**src/rtl/reg_bank_pkg.sv**
```systemverilog
// reg_bank_pkg: shared defaults, address/data typedefs, zero-register address and range helper for the register bank
package reg_bank_pkg;
  localparam int XLEN_DEF = 32;
  localparam int NREGS_DEF = 32;
  typedef logic [$clog2(NREGS_DEF)-1:0] reg_addr_t;
  typedef logic [XLEN_DEF-1:0] reg_data_t;
  localparam reg_addr_t ZERO_ADDR = '0;
  function automatic logic in_range(input int a, input int n);
    return a < n;
  endfunction
endpackage

```
**src/rtl/reg_bank_rdport.sv**
```systemverilog
// reg_bank_rdport: one async read port (addr in; data/busy out) with W1>W0 bypass, zero/range and busy masking
module reg_bank_rdport
  import reg_bank_pkg::*;
#(
  parameter int XLEN = XLEN_DEF,
  parameter int NREGS = NREGS_DEF,
  parameter int AW = $clog2(NREGS),
  parameter int ZERO_REG = 1,
  parameter int BYPASS = 1
) (
  input  logic [AW-1:0]   addr,
  input  logic [XLEN-1:0] regs [NREGS],
  input  logic [NREGS-1:0] busy_vec,
  input  logic            w0_en,
  input  logic [AW-1:0]   w0_addr,
  input  logic [XLEN-1:0] w0_data,
  input  logic            w1_en,
  input  logic [AW-1:0]   w1_addr,
  input  logic [XLEN-1:0] w1_data,
  output logic [XLEN-1:0] data,
  output logic            busy
);
  logic ok, h0, h1;
  always_comb begin
    ok = in_range(int'(addr), NREGS) && !(ZERO_REG != 0 && addr == AW'(ZERO_ADDR));
    h1 = BYPASS != 0 && w1_en && w1_addr == addr;
    h0 = BYPASS != 0 && w0_en && w0_addr == addr;
    data = !ok ? '0 : h1 ? w1_data : h0 ? w0_data : regs[addr];
    busy = ok && !h0 && !h1 && busy_vec[addr];
  end
endmodule

```
**src/rtl/reg_bank_mp.sv**
```systemverilog
// reg_bank_mp: 2R/2W register bank (RA/RB async reads + busy, W0/W1 sync writes, ISSUE sets busy, COLLISION flags same-address W0/W1)
module reg_bank_mp
  import reg_bank_pkg::*;
#(
  parameter int XLEN = XLEN_DEF,
  parameter int NREGS = NREGS_DEF,
  parameter int ZERO_REG = 1,
  parameter int BYPASS = 1,
  localparam int AW = $clog2(NREGS)
) (
  input  logic            clk,
  input  logic            rst_n,
  input  logic [AW-1:0]   RA_ADDR,
  output logic [XLEN-1:0] RA_DATA,
  output logic            RA_BUSY,
  input  logic [AW-1:0]   RB_ADDR,
  output logic [XLEN-1:0] RB_DATA,
  output logic            RB_BUSY,
  input  logic            W0_EN,
  input  logic [AW-1:0]   W0_ADDR,
  input  logic [XLEN-1:0] W0_DATA,
  input  logic            W1_EN,
  input  logic [AW-1:0]   W1_ADDR,
  input  logic [XLEN-1:0] W1_DATA,
  input  logic            ISSUE_EN,
  input  logic [AW-1:0]   ISSUE_ADDR,
  output logic            COLLISION
);
  logic [XLEN-1:0] regs [NREGS];
  logic [NREGS-1:0] busy, set, clr;
  logic w0_ok, w1_ok, iss_ok;
  function automatic logic writable(input logic [AW-1:0] a);
    return in_range(int'(a), NREGS) && !(ZERO_REG != 0 && a == AW'(ZERO_ADDR));
  endfunction
  always_comb begin
    w0_ok = W0_EN && writable(W0_ADDR);
    w1_ok = W1_EN && writable(W1_ADDR);
    iss_ok = ISSUE_EN && writable(ISSUE_ADDR);
    for (int i = 0; i < NREGS; i++) begin
      set[i] = iss_ok && ISSUE_ADDR == AW'(i);
      clr[i] = (w0_ok && W0_ADDR == AW'(i)) || (w1_ok && W1_ADDR == AW'(i));
    end
  end
  always_ff @(posedge clk)
    if (!rst_n) begin
      for (int i = 0; i < NREGS; i++) regs[i] <= '0;
      busy <= '0;
      COLLISION <= 1'b0;
    end else begin
      for (int i = 0; i < NREGS; i++)
        if (w1_ok && W1_ADDR == AW'(i)) regs[i] <= W1_DATA;
        else if (w0_ok && W0_ADDR == AW'(i)) regs[i] <= W0_DATA;
      busy <= set | (busy & ~clr);
      COLLISION <= W0_EN && W1_EN && W0_ADDR == W1_ADDR && in_range(int'(W0_ADDR), NREGS);
    end
  reg_bank_rdport #(.XLEN(XLEN), .NREGS(NREGS), .AW(AW), .ZERO_REG(ZERO_REG), .BYPASS(BYPASS)) u_ra (
    .addr(RA_ADDR), .regs(regs), .busy_vec(busy),
    .w0_en(W0_EN), .w0_addr(W0_ADDR), .w0_data(W0_DATA),
    .w1_en(W1_EN), .w1_addr(W1_ADDR), .w1_data(W1_DATA),
    .data(RA_DATA), .busy(RA_BUSY)
  );
  reg_bank_rdport #(.XLEN(XLEN), .NREGS(NREGS), .AW(AW), .ZERO_REG(ZERO_REG), .BYPASS(BYPASS)) u_rb (
    .addr(RB_ADDR), .regs(regs), .busy_vec(busy),
    .w0_en(W0_EN), .w0_addr(W0_ADDR), .w0_data(W0_DATA),
    .w1_en(W1_EN), .w1_addr(W1_ADDR), .w1_data(W1_DATA),
    .data(RB_DATA), .busy(RB_BUSY)
  );
endmodule

```
**config.mk**
```make
export PLATFORM = sky130hd
export DESIGN_NAME = reg_bank_mp
export DESIGN_NICKNAME = d
export VERILOG_FILES = /design/src/rtl/reg_bank_pkg.sv /design/src/rtl/reg_bank_rdport.sv /design/src/rtl/reg_bank_mp.sv
export SDC_FILE = /design/constraint.sdc
export NUM_CORES = 2
export LEC_CHECK = 0
export CORE_UTILIZATION = 30
export CTS_CLUSTER_DIAMETER = 120
export CTS_CLUSTER_SIZE = 28
export DETAILED_ROUTE_END_ITERATION = 10
export SLEW_MARGIN = 10
export SYNTH_ARGS = -nofsm -noshare
export SYNTH_HDL_FRONTEND = slang
export SYNTH_SLANG_ARGS = --single-unit
```
**constraint.sdc**
```tcl
create_clock -name clk -period 4.4 [get_ports clk]
set_input_delay 0.44 -clock clk [delete_from_list [all_inputs] [get_ports clk]]
set_output_delay 0.44 -clock clk [all_outputs]
set_load 0.05 [all_outputs]
```
Word level (Yosys, flattened, before mapping)
Index checks and enable logic that the tools add are counted.
W data, S select, Z words.
{"block": "word_totals", "out_inout_bits": 67, "regBits": 1057, "word_cells": 410, "in_bits": 94}
{"block": "op_classes", "bitwise": 5, "eq_ne": 98, "order_cmp": 4, "n_reduce_logical": 189, "muxes": 80}
{"cell": "$mux W32", "n": 74}
{"cell": "$bmux W32 S5", "n": 2}
{"cell": "$eq A5 B5 Y1 const B", "n": 48}
{"cell": "$eq A5 B4 Y1 const B", "n": 24}
{"cell": "$logic_and A1 B1 Y1", "n": 111}
{"cell": "$reduce_bool A2 Y1", "n": 32}
{"cell": "$eq A5 B3 Y1 const B", "n": 12}
{"cell": "$and A32 B32 Y32", "n": 1}
{"cell": "$logic_or A1 B1 Y1", "n": 32}
{"cell": "$not A32 Y32", "n": 1}
{"cell": "$or A32 B32 Y32", "n": 1}
{"cell": "$eq A5 B2 Y1 const B", "n": 6}
{"cell": "$eq A5 B5 Y1", "n": 5}
{"cell": "$logic_not A5 Y1", "n": 5}
{"cell": "$eq A5 B1 Y1 const B", "n": 3}
{"cell": "$ge A6 B6 Y1 const B", "n": 2}
{"cell": "$lt A5 B6 Y1 const B", "n": 2}
{"cell": "$not A5 Y6", "n": 2}
{"cell": "$bmux W1 S5", "n": 2}
{"cell": "$logic_not A1 Y1", "n": 9}
{"cell": "$mux W1", "n": 2}

Depth between registers and ports, before layout
{"block": "depth", "ltp_word": 8, "depth_mapped": 10, "ltp_nobuf": 5}

Cells and area by module
A second synthesis with hierarchy kept.
{"block": "hier_totals", "cells_unflattened": 8198, "hier_area_um2": 69058.7}
{"mod": "reg_bank_mp", "seq_area_each_um2": 21160.3, "cells_each": 6388, "n_inst": 1, "area_per_inst_um2": 50118.1}
{"mod": "reg_bank_rdport", "seq_area_each_um2": 0.0, "cells_each": 905, "n_inst": 2, "area_per_inst_um2": 9470.3}

Worst setup path before layout
Ideal clock, no wire load.
{"block": "synth_path", "path_type": "input port to output port", "from": "input port RB_ADDR[0]", "to": "output port RB_BUSY", "path_stages": 9, "path_buffers": 4, "slack_ns": 1.250, "arrival_time_ns": 2.710, "required_ns": 3.960, "cell_sequence": "buf_6 -> buf_6 -> buf_6 -> buf_2 -> mux4_2 -> mux2i_1 -> mux2i_1 -> mux2i_1 -> nor3_1"}
{"block": "synth_between", "elab_chain_len": 6, "elab_cells_between_ends": 13, "cone_classes": "2 x eq/ne; 2 x mux; 9 x reduce/logical"}
{"item": "start, declared", "line": "reg_bank_mp.sv:16", "rtl": "input logic [AW-1:0] RB_ADDR,"}
{"item": "parallel branches: the longest is 5 deep, another holds $bmux W1 S5"}
{"item": "$logic_and A1 B1 Y1 (*)", "line": "reg_bank_rdport.sv:29", "rtl": "busy = ok && !h0 && !h1 && busy_vec[addr];"}
{"item": "end, declared", "line": "reg_bank_mp.sv:18", "rtl": "output logic RB_BUSY,"}
Every way passes the cells marked *. The select of a mux whose other input is x is not followed.

Worst setup path in the final report
{"block": "layout_path", "from": "input port RA_ADDR[4]", "to": "output port RA_DATA[16]"}
{"block": "layout_between", "elab_chain_len": 7, "elab_cells_between_ends": 12, "cone_classes": "2 x eq/ne; 6 x mux; 1 x bitwise; 3 x reduce/logical"}
{"item": "start, declared", "line": "reg_bank_mp.sv:13", "rtl": "input logic [AW-1:0] RA_ADDR,"}
{"item": "$not A5 Y6 (not written as such)", "line": "reg_bank_rdport.sv:28", "rtl": "data = !ok ? '0 : h1 ? w1_data : h0 ? w0_data : regs[addr];"}
{"item": "$bmux W32 S5", "line": "reg_bank_rdport.sv:28"}
{"item": "$mux W32 (not written as such) (2 in a row)", "line": "reg_bank_rdport.sv:28"}
{"item": "$mux W32 (2 in a row)", "line": "reg_bank_rdport.sv:28"}
{"item": "$mux W32 (*)", "line": "reg_bank_rdport.sv:28"}
{"item": "end, declared", "line": "reg_bank_mp.sv:14", "rtl": "output logic [XLEN-1:0] RA_DATA,"}
Every way passes the cells marked *; elsewhere a longest branch is shown, timed or not. The select of a mux whose other input is x is not followed.

==> run metrics <==
top post-synthesis cells by count 1057 x dfxtp_1, 1050 x nor2_1, 847 x nand2_1; Worst R2R Setup Slack 3.48 ns; number of nets produced by synthesis a little over 7000; vias per cell 6.67; placer's final routability congestion estimate 0.967; final std cell area, no fill 0.0712 mm²; final worst path period share 98.5%; Yosys top cell by area dfxtp_1; area growth from synthesis to layout 10.6%; worst-case hold path end point regs[707]$_SDFFE_PN0P_; maximum number of pins on one net before global-route repair 127; Total Routing Usage GR 27.1%; cell depth of the worst flop-to-flop path 2; root buffer selected by CTS clkbuf_16; most common cell in the synthesized netlist dfxtp_1; data arrival time at the worst-slack endpoint around 3.9 ns; crit path cell chain buf_4, nor2b_4, buf_4, a22o_1, a211oi_1, buf_4, nor4_1, a221o_1, buf_12; Synth Register Bits 1057; DIE WIDTH 465 µm; final worst hold slack 0.373 ns; total design power 0.0189 W; static leakage power 22.5 nW; HP Start W0_DATA[3]; estimated wirelength of the detail-placed design 192000 µm; Die Area 0.216 mm²; relative slew slack 7.42%; share of synthesized flip-flops with an asynchronous set or reset 0%; CTS hold repair buffers 0; cell area reported after detailed placement 0.0700 mm²; Post-Syn Area per Cell 8.99 µm²; Residual DRC 0; Post-CTS Setup Repair Bufs 0; top achievable clock speed 0.231 GHz; Worst setup EP type output pin; Final Hold Viols 0; pins over their slew limit 0; launching element type of the critical path input pin; number of enable-type register cells in the synthesized netlist 0; number of distinct standard cells referenced by the synthesized netlist slightly below 60; worst setup path class input pin to output pin; average detailed-routed wire length per instance 32.1 µm; hold path cells 3; largest fanout of any net on the critical path 17; flip-flop cell with the highest count after synthesis dfxtp_1; register area share after synthesis 32.9%; Synthesis Warnings 0; number of top-level pins 161; top-area cell type share of the netlist area 32.9%; final routed wirelength across all metal layers 307000 µm; Detail Route Antenna Nets 0; worst-case vdd ir drop 282 µV; Initial Utilization 30.3%; hold crit path type input pin to flip-flop; result of the run complete, no violations; PD cells 265 mW/mm²; clock-pin slew on the worst setup and hold paths 0.12 ns; final critical-path required period 4.33 ns; Critical-path top delay cell nor4_1; first-pass GRT wire length 436000 µm; setup violators final 0; Detailed Routing Iterations Pass 1 6; number of buffers on the longest clock path 3; clock net sink count 1057; unrepaired setup endpoints after global routing false; Final nets roughly 6800; number of instances in the synthesized netlist 7161; CP dominant cell by count buf_4; Row Count 169; slew at the pin closest to its max-slew limit about 1.4 ns; via count of the first global-routing pass roughly 60000; number of resized instances in the post-cts repair step 0; count of maximum capacitance violations 0; height of the die 465 µm; Top Family by Delay on Critical Path simple AND/OR/NAND/NOR gates; slowest cell delay on critical path between 0.7 and 0.8 ns; startpoint of the worst-slack reg-to-reg timing path regs[623]$_SDFFE_PN0P_; final global-route overflow total 0; Crit Reg-Reg Endpoint regs[623]$_SDFFE_PN0P_; setup tns final 0 ns; number of buffers added by the clock tree synthesis step between 40 and 50; worst skew pair latency 0.70 ns; Post-Syn Area 0.0644 mm²; CP Buf/Inv Count 4; DRC marker count from the first detailed-route iteration 9361; Synth area leaders dfxtp_1 33%, mux4_2 14%, mux2i_1 10%; share of layout cells above drive strength 1 16.8%; number of antenna violations at the first check in global routing 16; Worst Path Required 3.96 ns; area inside the core boundary about 0.21 mm²; H-Tree Level Count 2; clock tree from TritonCTS built; vias 63800; count of input and output buffers 160; skew final 0 ns
[logic make-up after synthesis]
logic type | Yosys count | share of synthesized area [%]
compound gates | 1435 | 18.5
buf+inv | 1048 | 6.64
mux | 1141 | 25.8
flops | 1057 | 32.9
simple gates | 2455 | 15.8
xor+xnor | 25 | 0.340
[report_power, final]
| part | internal [W] | leakage, nW | switching [W] |
|---|---|---|---|
| clock network | 0.00189 | 0.573 | 0.00340 |
| registers | 0.00977 | 8.55 | 0.000163 |
| logic | 0.00122 | 13.3 | 0.00242 |
[cell type report]
cell class | count | area [µm²]
fillers | 21600 | 141000
clock buffers | 47 | 1150
repair buffers | 557 | 5760
well taps | 2821 | 3530
inverters | 13 | 56.3
flip-flops and latches | 1057 | 21200
multi-input cells | 5056 | 39500
clock inverters | 1 | 5.00
diodes | 9 | 22.5
[metal layers]
metal  track usage, %  vias to the layer above  part of all wire, %  wire length [µm]
met2             40.9                     5148                   43            132000
li1                 -                    26000                    -                 -
met5                0                        -                0.036               112
met3             7.36                     1463                   12             38100
met4             21.1                       18                  9.2             28300
met1             32.7                    31100                   35            109000
[flip-flops by register name (all words and copies together), names as in the netlist]
signal	flops
busy	32
regs	1024
COLLISION	1
[how the worst max path moves through the flow]
| stage | from | endpoint | slack [ns] | cells after the start |
|---|---|---|---|---|
| final | RA_ADDR[4] | RA_DATA[16] | 0.07 | 9 |
| after global routing | RA_ADDR[0] | RA_DATA[15] | 0.20 | 9 |
| after CTS | RA_ADDR[4] | RA_DATA[15] | 0.28 | 9 |
| after detailed placement | RA_ADDR[4] | RA_DATA[15] | 0.28 | 9 |
| after global placement | RB_ADDR[0] | RB_DATA[18] | -0.02 | 8 |
| after floorplan | RB_ADDR[0] | RB_BUSY | 1.25 | 9 |
[worst reg2reg max path, stage by stage, from the launching register on]
cell	delay (ns)
dfxtp_1	0.42
nand2_1	0.09
a311oi_1	0.32
[layout by cell type, fill, tap and decap left out, types with 18 or more instances in the layout]
cell	synthesis	final
dfxtp_1	1057	1057
nor2_1	1050	1032
nand2_1	847	816
mux2i_1	642	642
a311oi_1	576	576
a211oi_1	450	449
mux4_2	406	406
nand3_1	388	388
buf_4	12	356
buf_12	0	108
mux2_2	93	93
clkdlybuf4s50_1	0	82
o221ai_1	64	64
a22o_1	63	63
a221o_1	63	63
a221oi_1	57	57
nor4_1	60	55
clkbuf_16	0	45
and2_1	41	38
o22ai_1	43	33
a2111oi_0	36	31
o211a_1	30	30
nand2_2	0	26
nor2_4	0	18
a21oi_1	18	18
[stage by stage]
step	cells	worst slack, ns	utilization, %
final	9561	0.0665	33.5
after global placement	9502	-0.0195	32.9
after CTS	9551	0.276	33.5
after global routing	9552	0.196	33.5
after floorplan	7161	1.25	-
after detailed placement	9503	0.280	32.9
(Power assumes the default switching activity.)
